<file path="config.mk">
export PLATFORM = sky130hd
export DESIGN_NAME = mouse_latch_writer
export DESIGN_NICKNAME = d
export VERILOG_FILES = /design/src/rtl/mouse_latch_pkg.sv /design/src/rtl/ps2_mouse_packet.sv /design/src/rtl/mouse_latch_writer.sv
export SDC_FILE = /design/constraint.sdc
export NUM_CORES = 1
export LEC_CHECK = 0
export CAP_MARGIN = 20
export CORE_MARGIN = 10
export CORE_UTILIZATION = 46
export DETAILED_ROUTE_END_ITERATION = 6
export PLACE_DENSITY = 0.7
export SLEW_MARGIN = 10
export SYNTH_ARGS = -nofsm -noshare
export SYNTH_HDL_FRONTEND = slang
export SYNTH_HIERARCHICAL = 1
export SYNTH_SLANG_ARGS = --single-unit
</file>
<file path="constraint.sdc">
create_clock -name CLK -period 3.6 [get_ports CLK]
set_input_delay 0.72 -clock CLK [delete_from_list [all_inputs] [get_ports CLK]]
set_output_delay 0.72 -clock CLK [all_outputs]
set_load 0.005 [all_outputs]
</file>
<file path="src/rtl/mouse_latch_pkg.sv">
// Shared types and constants for the Kempston mouse latch writer.
// Optional wheel support is enabled by defining MOUSE_WHEEL_EN.
package mouse_latch_pkg;

    typedef enum logic [2:0] {
        ST_IDLE,
        ST_LOAD,
        ST_SETUP,
        ST_STROBE,
        ST_HOLD
    } seq_state_t;

    typedef enum logic [1:0] {
        SEL_X,
        SEL_Y,
        SEL_KEY
    } reg_sel_t;

    localparam int unsigned B0_YOVF  = 7;
    localparam int unsigned B0_XOVF  = 6;
    localparam int unsigned B0_YSIGN = 5;
    localparam int unsigned B0_XSIGN = 4;
    localparam int unsigned B0_SYNC  = 3;
    localparam int unsigned B0_M     = 2;
    localparam int unsigned B0_R     = 1;
    localparam int unsigned B0_L     = 0;

    localparam logic [7:0] KEY_IDLE = 8'hFF;

    function automatic logic [7:0] make_key(input logic [3:0] wheel, input logic m,
                                            input logic r, input logic l);
        return {wheel, 1'b1, ~m, ~r, ~l};
    endfunction

endpackage

</file>
<file path="src/rtl/ps2_mouse_packet.sv">
// PS/2 mouse packet assembler: byte index, sync-bit check, inter-byte timeout, commit pulse.
// MOUSE_WHEEL_EN selects 4-byte IntelliMouse packets with a dz field.
module ps2_mouse_packet #(
    parameter int unsigned TIMEOUT_CYC = 16000
) (
    input  logic       clk,
    input  logic       rst_n,
    input  logic       rx_valid,
    input  logic [7:0] rx_data,
    input  logic       rx_err,
    output logic       commit,
    output logic       xovf,
    output logic       yovf,
    output logic       btn_m,
    output logic       btn_r,
    output logic       btn_l,
    output logic [7:0] dx,
    output logic [7:0] dy
`ifdef MOUSE_WHEEL_EN
    ,
    output logic [3:0] dz
`endif
);
    import mouse_latch_pkg::*;

    localparam int unsigned TW = $clog2(TIMEOUT_CYC + 1);

    logic [1:0]    idx_q, idx_d, cur_idx;
    logic [TW-1:0] cnt_q, cnt_d;
    logic          commit_q, commit_d;
    logic [4:0]    flags_q, flags_d;
    logic [7:0]    dx_q, dx_d, dy_q, dy_d;
    logic [3:0]    dz_q, dz_d;
    logic          expired;

    always_comb begin
        idx_d    = idx_q;
        cnt_d    = '0;
        commit_d = 1'b0;
        flags_d  = flags_q;
        dx_d     = dx_q;
        dy_d     = dy_q;
        dz_d     = dz_q;
        expired  = (idx_q != 2'd0) && (cnt_q >= TW'(TIMEOUT_CYC));
        // An expiring packet and a new byte in the same cycle: the byte starts a fresh packet.
        cur_idx  = expired ? 2'd0 : idx_q;
        if ((idx_q != 2'd0) && !expired) begin
            cnt_d = cnt_q + 1'b1;
        end
        if (expired) begin
            idx_d = 2'd0;
        end
        if (rx_err) begin
            idx_d = 2'd0;
        end else if (rx_valid) begin
            cnt_d = '0;
            case (cur_idx)
                2'd0: begin
                    if (rx_data[B0_SYNC]) begin
                        flags_d = {rx_data[B0_YOVF], rx_data[B0_XOVF], rx_data[B0_M],
                                   rx_data[B0_R], rx_data[B0_L]};
                        idx_d   = 2'd1;
                    end else begin
                        idx_d = 2'd0;
                    end
                end
                2'd1: begin
                    dx_d  = rx_data;
                    idx_d = 2'd2;
                end
                2'd2: begin
                    dy_d = rx_data;
`ifdef MOUSE_WHEEL_EN
                    idx_d = 2'd3;
`else
                    idx_d    = 2'd0;
                    commit_d = 1'b1;
`endif
                end
                default: begin
`ifdef MOUSE_WHEEL_EN
                    dz_d     = rx_data[3:0];
                    commit_d = 1'b1;
`endif
                    idx_d = 2'd0;
                end
            endcase
        end
    end

    always_ff @(posedge clk) begin
        if (!rst_n) begin
            idx_q    <= 2'd0;
            cnt_q    <= '0;
            commit_q <= 1'b0;
            flags_q  <= '0;
            dx_q     <= '0;
            dy_q     <= '0;
            dz_q     <= '0;
        end else begin
            idx_q    <= idx_d;
            cnt_q    <= cnt_d;
            commit_q <= commit_d;
            flags_q  <= flags_d;
            dx_q     <= dx_d;
            dy_q     <= dy_d;
            dz_q     <= dz_d;
        end
    end

    assign commit = commit_q;
    assign yovf   = flags_q[4];
    assign xovf   = flags_q[3];
    assign btn_m  = flags_q[2];
    assign btn_r  = flags_q[1];
    assign btn_l  = flags_q[0];
    assign dx     = dx_q;
    assign dy     = dy_q;
`ifdef MOUSE_WHEEL_EN
    assign dz     = dz_q;
`else
    logic unused_dz;
    assign unused_dz = ^dz_q;
`endif

endmodule

</file>
<file path="src/rtl/mouse_latch_writer.sv">
// Kempston mouse latch bus producer: accumulates PS/2 packets and writes X, Y, KEY with strobes.
// Define MOUSE_WHEEL_EN for IntelliMouse wheel support in KEY[7:4].
module mouse_latch_writer #(
    parameter int unsigned SETUP_CYC   = 2,
    parameter int unsigned STROBE_CYC  = 4,
    parameter int unsigned HOLD_CYC    = 2,
    parameter int unsigned TIMEOUT_CYC = 16000
) (
    input  logic       CLK,
    input  logic       RST_N,
    input  logic       RX_VALID,
    input  logic [7:0] RX_DATA,
    input  logic       RX_ERR,
    output logic [7:0] DO,
    output logic       MX,
    output logic       MY,
    output logic       MKEY,
    output logic       BUSY
);
    import mouse_latch_pkg::*;

    localparam int unsigned CW = 16;

    logic       pk_commit, pk_xovf, pk_yovf, pk_m, pk_r, pk_l;
    logic [7:0] pk_dx, pk_dy;
    logic [3:0] pk_dz;

    ps2_mouse_packet #(.TIMEOUT_CYC(TIMEOUT_CYC)) u_packet (
        .clk      (CLK),
        .rst_n    (RST_N),
        .rx_valid (RX_VALID),
        .rx_data  (RX_DATA),
        .rx_err   (RX_ERR),
        .commit   (pk_commit),
        .xovf     (pk_xovf),
        .yovf     (pk_yovf),
        .btn_m    (pk_m),
        .btn_r    (pk_r),
        .btn_l    (pk_l),
        .dx       (pk_dx),
        .dy       (pk_dy)
`ifdef MOUSE_WHEEL_EN
        ,
        .dz       (pk_dz)
`endif
    );
`ifndef MOUSE_WHEEL_EN
    assign pk_dz = 4'h0;
`endif

    seq_state_t    state_q, state_d;
    reg_sel_t      sel_q, sel_d;
    logic [CW-1:0] cnt_q, cnt_d;
    logic [7:0]    snap_x_q, snap_x_d, snap_y_q, snap_y_d, snap_key_q, snap_key_d;
    logic [7:0]    do_q, do_d;
    logic          mx_q, mx_d, my_q, my_d, mkey_q, mkey_d, busy_q, busy_d;
    logic          pending_q, pending_d, boot_q, boot_d;
    logic [7:0]    acc_x_q, acc_x_d, acc_y_q, acc_y_d;
    logic          m_q, m_d, r_q, r_d, l_q, l_d;
    logic [3:0]    wheel_q, wheel_d;
    logic          enter_strobe;

    always_comb begin
        state_d      = state_q;
        sel_d        = sel_q;
        cnt_d        = cnt_q;
        snap_x_d     = snap_x_q;
        snap_y_d     = snap_y_q;
        snap_key_d   = snap_key_q;
        do_d         = do_q;
        mx_d         = mx_q;
        my_d         = my_q;
        mkey_d       = mkey_q;
        busy_d       = busy_q;
        pending_d    = pending_q;
        boot_d       = 1'b0;
        acc_x_d      = acc_x_q;
        acc_y_d      = acc_y_q;
        m_d          = m_q;
        r_d          = r_q;
        l_d          = l_q;
        wheel_d      = wheel_q;
        enter_strobe = 1'b0;

        if (pk_commit) begin
            if (!pk_xovf) acc_x_d = acc_x_q + pk_dx;
            if (!pk_yovf) acc_y_d = acc_y_q + pk_dy;
            m_d = pk_m;
            r_d = pk_r;
            l_d = pk_l;
`ifdef MOUSE_WHEEL_EN
            wheel_d = wheel_q + pk_dz;
`endif
        end

        // LOAD counts as the first setup cycle so each write spans exactly SETUP+STROBE+HOLD.
        case (state_q)
            ST_IDLE: begin
                if (pending_q) begin
                    pending_d  = 1'b0;
                    snap_x_d   = acc_x_q;
                    snap_y_d   = acc_y_q;
                    snap_key_d = make_key(wheel_q, m_q, r_q, l_q);
                    sel_d      = SEL_X;
                    do_d       = acc_x_q;
                    busy_d     = 1'b1;
                    state_d    = ST_LOAD;
                end
            end
            ST_LOAD: begin
                if (SETUP_CYC > 1) begin
                    state_d = ST_SETUP;
                    cnt_d   = CW'(SETUP_CYC - 2);
                end else begin
                    enter_strobe = 1'b1;
                end
            end
            ST_SETUP: begin
                if (cnt_q == '0) enter_strobe = 1'b1;
                else             cnt_d = cnt_q - 1'b1;
            end
            ST_STROBE: begin
                if (cnt_q == '0) begin
                    mx_d    = 1'b0;
                    my_d    = 1'b0;
                    mkey_d  = 1'b0;
                    state_d = ST_HOLD;
                    cnt_d   = CW'(HOLD_CYC - 1);
                end else begin
                    cnt_d = cnt_q - 1'b1;
                end
            end
            ST_HOLD: begin
                if (cnt_q != '0) begin
                    cnt_d = cnt_q - 1'b1;
                end else if (sel_q == SEL_KEY) begin
                    busy_d  = 1'b0;
                    state_d = ST_IDLE;
                end else begin
                    sel_d   = (sel_q == SEL_X) ? SEL_Y : SEL_KEY;
                    do_d    = (sel_q == SEL_X) ? snap_y_q : snap_key_q;
                    state_d = ST_LOAD;
                end
            end
            default: state_d = ST_IDLE;
        endcase

        if (enter_strobe) begin
            state_d = ST_STROBE;
            cnt_d   = CW'(STROBE_CYC - 1);
            mx_d    = (sel_q == SEL_X);
            my_d    = (sel_q == SEL_Y);
            mkey_d  = (sel_q == SEL_KEY);
        end

        if (pk_commit || boot_q) pending_d = 1'b1;
    end

    always_ff @(posedge CLK) begin
        if (!RST_N) begin
            state_q    <= ST_IDLE;
            sel_q      <= SEL_X;
            cnt_q      <= '0;
            snap_x_q   <= '0;
            snap_y_q   <= '0;
            snap_key_q <= KEY_IDLE;
            do_q       <= 8'hFF;
            mx_q       <= 1'b0;
            my_q       <= 1'b0;
            mkey_q     <= 1'b0;
            busy_q     <= 1'b0;
            pending_q  <= 1'b0;
            boot_q     <= 1'b1;
            acc_x_q    <= '0;
            acc_y_q    <= '0;
            m_q        <= 1'b0;
            r_q        <= 1'b0;
            l_q        <= 1'b0;
            wheel_q    <= 4'hF;
        end else begin
            state_q    <= state_d;
            sel_q      <= sel_d;
            cnt_q      <= cnt_d;
            snap_x_q   <= snap_x_d;
            snap_y_q   <= snap_y_d;
            snap_key_q <= snap_key_d;
            do_q       <= do_d;
            mx_q       <= mx_d;
            my_q       <= my_d;
            mkey_q     <= mkey_d;
            busy_q     <= busy_d;
            pending_q  <= pending_d;
            boot_q     <= boot_d;
            acc_x_q    <= acc_x_d;
            acc_y_q    <= acc_y_d;
            m_q        <= m_d;
            r_q        <= r_d;
            l_q        <= l_d;
            wheel_q    <= wheel_d;
        end
    end

    assign DO   = do_q;
    assign MX   = mx_q;
    assign MY   = my_q;
    assign MKEY = mkey_q;
    assign BUSY = busy_q;

endmodule

</file>
After elaboration in Yosys (flattened, before gate mapping)
Cells that the tools add are included.
{"block": "word_totals", "ff_bits": 103, "inputBits": 12, "output_inout_bits": 12, "wordCells": 135}
{"block": "op_classes", "n_addsub": 4, "order_cmp": 1, "eq_ne": 21, "mux": 43, "bitwise": 9, "reduce_logical": 32}
{"op": "$pmux 16 s4", "count": 1}
{"op": "$mux 16", "count": 3}
{"op": "$mux 14", "count": 3}
{"op": "$mux 8", "count": 4}
{"op": "$reduce_and 4->1", "count": 5}
{"op": "$add 8x8->8", "count": 2}
{"op": "$logic_not 16->1", "count": 1}
{"op": "$mux 1", "count": 16}
{"op": "$mux 2", "count": 8}
{"op": "$ne 2x2->1 const B", "count": 8}
{"op": "$pmux 8 s2", "count": 1}
{"op": "$reduce_bool 16->1", "count": 1}
{"op": "$sub 16x1->16 const B", "count": 1}
{"op": "$ne 3x3->1 const B", "count": 5}
{"op": "$pmux 3 s5", "count": 1}
{"op": "$add 14x1->14 const B", "count": 1}
{"op": "$ge 14x14->1 const B", "count": 1}
{"op": "$reduce_and 3->1", "count": 4}
{"op": "$reduce_bool 2->1", "count": 5}
{"op": "$mux 3", "count": 3}
{"op": "$not 1->1", "count": 9}
{"op": "$pmux 2 s2", "count": 2}
{"op": "$reduce_and 2->1", "count": 4}
{"op": "$eq 3x2->1 const B", "count": 2}
{"op": "14 further kinds", "count": 19}

Longest topological paths before layout
{"block": "depth", "depth_word": 7, "depth_mapped": 9, "mapped_depth_nobuf": 8}

Modules after synthesis
The synthesis kept the hierarchy.
{"module": "mouse_latch_writer", "n_inst": 1, "cells_per_inst": 439, "area_each_um2": 3567.2, "seq_area_each_um2": 1301.2}
{"module": "ps2_mouse_packet", "n_inst": 1, "cells_per_inst": 159, "area_each_um2": 1532.7, "seq_area_each_um2": 760.7}

Worst setup path before layout
Ideal clock, no wire load.
{"block": "synth_path", "path_type": "flip-flop to flip-flop", "start": "reg cnt_q[0] (netlist name)", "end": "reg do_q[5] (netlist: DO[5])", "arrival_time_ns": 1.840, "setup_slack_ns": 1.641, "path_stages_with_launch": 9, "path_buffers": 1, "synth_period_minus_slack_ns": 1.959, "cell_sequence": "dfxtp_1 inv_1 ha_1 nor4b_1 nand4_1 o31ai_4 buf_2 nand4_1 o31a_1"}
{"element": "end signal, assigned", "line": "mouse_latch_writer.sv:187", "rtl": "do_q <= do_d;"}
{"element": "end, declared", "line": "mouse_latch_writer.sv:55", "rtl": "logic [7:0] do_q, do_d;"}

==> flow_summary.json <==
{
  "status": "finished clean",
  "synthFlopType": "dfxtp_1",
  "cts_max_level": 3,
  "die_h_um": 125,
  "critPathMaxFanout": 19,
  "synth_edf_count": 0,
  "syn_to_final_growth_pct": 8.69,
  "worstPathRequired_ns": 3.91,
  "grt-ovfl-total": 0,
  "cp-start-kind": "flop",
  "drc": 0,
  "peakVddDrop_mv": 0.485,
  "post-place-ws_ns": 1.11,
  "via_per_inst": 5.55,
  "total_power_w": 0.00346,
  "antenna_found_initial": 0,
  "reg2reg_depth": 5,
  "crit_arrival_ns": 2.80,
  "maxCapViolCount": 0,
  "postCtsSetupBuffers": 0,
  "period_share_pct": 69.0,
  "path_clk_slew_ns": 0.09,
  "initial_utilization_pct": 47.0,
  "io_pins": 24,
  "whs_path_depth": 2,
  "gp_congestion": 0.842,
  "fillerInstances": 1011,
  "cts-root-buf": "clkbuf_8",
  "drive_gt1_share_pct": 4.63,
  "reg2reg_from": "state_q[2]$_SDFFE_PP0P_",
  "cts_tree": "done",
  "ys_seq_area_share_pct": 40.4,
  "drtIter0Drc": 314,
  "rows": 38,
  "fin_ws_ns": 1.12,
  "mostFrequentLayoutCells": "dfxtp_1 (103), nand2_1 (87), nor2_1 (50), a21oi_1 (35), mux2i_1 (31)",
  "place_inst": 729,
  "r2r-end": "cnt_q[11]$_SDFFE_PP0P_",
  "post-route-min-period_ns": 2.48,
  "path_class": "reg2reg",
  "grt_usage_pct": 14.3,
  "min-delay-start": "MX$_SDFFE_PN0P_",
  "hold_viol": 0,
  "vias": 4133,
  "syn_nets": 630,
  "final_cells": 745,
  "grt_pass1_wl_um": 19100,
  "ys_ff_latch": 103,
  "core_area_um2": 10800,
  "ys_warn_count": 6,
  "drtPass1Iterations": 5,
  "slew_viol_final": 0,
  "die_w_um": 125,
  "numPortBuffers": 23,
  "rsz0062_at_grt": "false",
  "die_area_um2": 15700,
  "setup_tns_ns": 0,
  "clock-sinks": 103,
  "min_to": "MX$_SDFFE_PN0P_",
  "power.leakage_nw": 2.10,
  "cts.path.max_buffers": 2,
  "post-dp-hpwl_um": 8220,
  "drt_wl_total_um": 11100,
  "synthArstFlopShare_pct": 0,
  "cellPowerDensity_nw_per_um2": 624,
  "routedWlPerCell_um": 14.9,
  "worstMarginPinSlew_ns": 0.688,
  "antenna_cells": 0,
  "synth_cells": 598,
  "grt_pass1_vias": 4005,
  "final_area_um2": 5540,
  "final_common_cell": "dfxtp_1",
  "holdBufCountCts": 0,
  "fin_nets": 632,
  "fmax_ghz": 0.403,
  "end_kind": "flop",
  "final_antenna_net_count": 0,
  "hold_class": "reg2reg",
  "grt_max_degree": 34,
  "synth_area_um2": 5100,
  "slew_headroom_pct": 54.1,
  "cts-resized-gates": 0,
  "ys_types": 52,
  "clk_latency_ns": 0.38,
  "setup_violations": 0,
  "skew_ns": 0.0129,
  "placed_area_um2": 5360,
  "reg2reg_slack_ns": 1.12,
  "numCtsBuffers": 9,
  "synth_area_per_cell_um2": 8.53
}
[state kept, by name, summed over array words and instances (netlist names), 8 cells and up]
signal,count
cnt_q,16
u_packet/cnt_q,14
u_packet/dx,8
acc_x_q,8
DO,8
acc_y_q,8
snap_y_q,8
u_packet/dy,8
[worst max path at each step]
| stage | cells after the start | end | startpoint | slack (ns) |
|---|---|---|---|---|
| 3_3_place_gp | 5 | cnt_q[11]$_SDFFE_PP0P_ | state_q[2]$_SDFFE_PP0P_ | 1.17 |
| 3_5_place_dp | 4 | u_packet/dy[5]$_SDFFE_PN0P_ | RX_VALID | 1.11 |
| 6_report | 5 | cnt_q[11]$_SDFFE_PP0P_ | state_q[2]$_SDFFE_PP0P_ | 1.12 |
| 2_1_floorplan | 8 | DO[5]$_SDFFE_PN1P_ | cnt_q[0]$_SDFFE_PN0P_ | 1.64 |
| 4_1_cts | 5 | cnt_q[11]$_SDFFE_PP0P_ | state_q[2]$_SDFFE_PP0P_ | 1.14 |
| 5_1_grt | 5 | cnt_q[11]$_SDFFE_PP0P_ | state_q[2]$_SDFFE_PP0P_ | 0.93 |
[Yosys cell counts (4+ instances only)]
cell type / count / share of area, %
clkbuf_1: 24 / 1.8
nor4_1: 6 / 0.74
o21a_1: 4 / 0.59
nand4_1: 13 / 1.6
nor2b_1: 11 / 1.3
xnor2_1: 7 / 1.2
and2_1: 5 / 0.61
nand2_1: 87 / 6.4
inv_1: 25 / 1.8
nand3_1: 15 / 1.5
a21oi_1: 35 / 3.4
and3_1: 4 / 0.49
o2111ai_1: 10 / 1.7
o21ai_0: 19 / 1.9
o211ai_1: 13 / 1.9
ha_1: 18 / 4.4
mux2i_1: 31 / 6.1
nor2_1: 50 / 3.7
nand2b_1: 6 / 0.74
a211oi_1: 4 / 0.59
dfxtp_1: 103 / 40
o31ai_1: 6 / 0.88
or3_1: 8 / 0.98
and4_1: 4 / 0.69
xor2_1: 17 / 2.9
nor4b_1: 4 / 0.69
buf_2: 5 / 0.49
nor3_1: 12 / 1.2
o31a_1: 8 / 1.4
[final cells by class]
cell class                 count  area (um2)  share of cell area, %
timing repair buffer          28         263                   4.74
inverter                      25        93.8                   1.69
clock buffer                  11         141                   2.55
multi-input combinational    433        2770                   50.0
clock inverter                 5        38.8                  0.700
tap                          140         175                   3.16
sequential                   103        2060                   37.2
[critical path: stages, from the launching register on]
cell and delay [ns]:
dfxtp_1 0.64, or3b_1 0.70, a211oi_4 0.33, o211ai_1 0.17, or4_1 0.42, a21oi_1 0.14
[logic make-up after synthesis]
logic type      count (synthesis)  synth area share [%]
simple gates                  240                  22.9
xor+xnor                       24                  4.12
compound gates                118                  15.9
flops                         103                  40.4
fa+ha+maj                      20                  5.20
buf+inv                        62                  5.27
mux                            31                  6.08
[metal layers]
metal	track usage, %	vias to the layer above	share of wire, %
met4	4.81	0	1.6
met2	22.4	105	46
met1	18.2	1908	47
met5	0	-	0
li1	-	2110	-
met3	4.69	10	5.6
[through the flow]
stage / hold WS, ns / utilization (%)
floorplan: 0.433 / -
global placement: 0.446 / 49.5
detailed placement: 0.453 / 49.5
CTS: 0.466 / 51.1
global route: 0.489 / 51.1
finish: 0.463 / 51.1
[power breakdown]
group / leakage, nW / internal, W / switching (W) / total (W)
clock: 0.0907 / 0.000277 / 0.000402 / 0.000678
sequential: 0.835 / 0.00127 / 0.000127 / 0.00140
combinational: 1.18 / 0.000545 / 0.000838 / 0.00138
total: 2.10 / 0.00209 / 0.00137 / 0.00346
(Power assumes the default switching activity.)
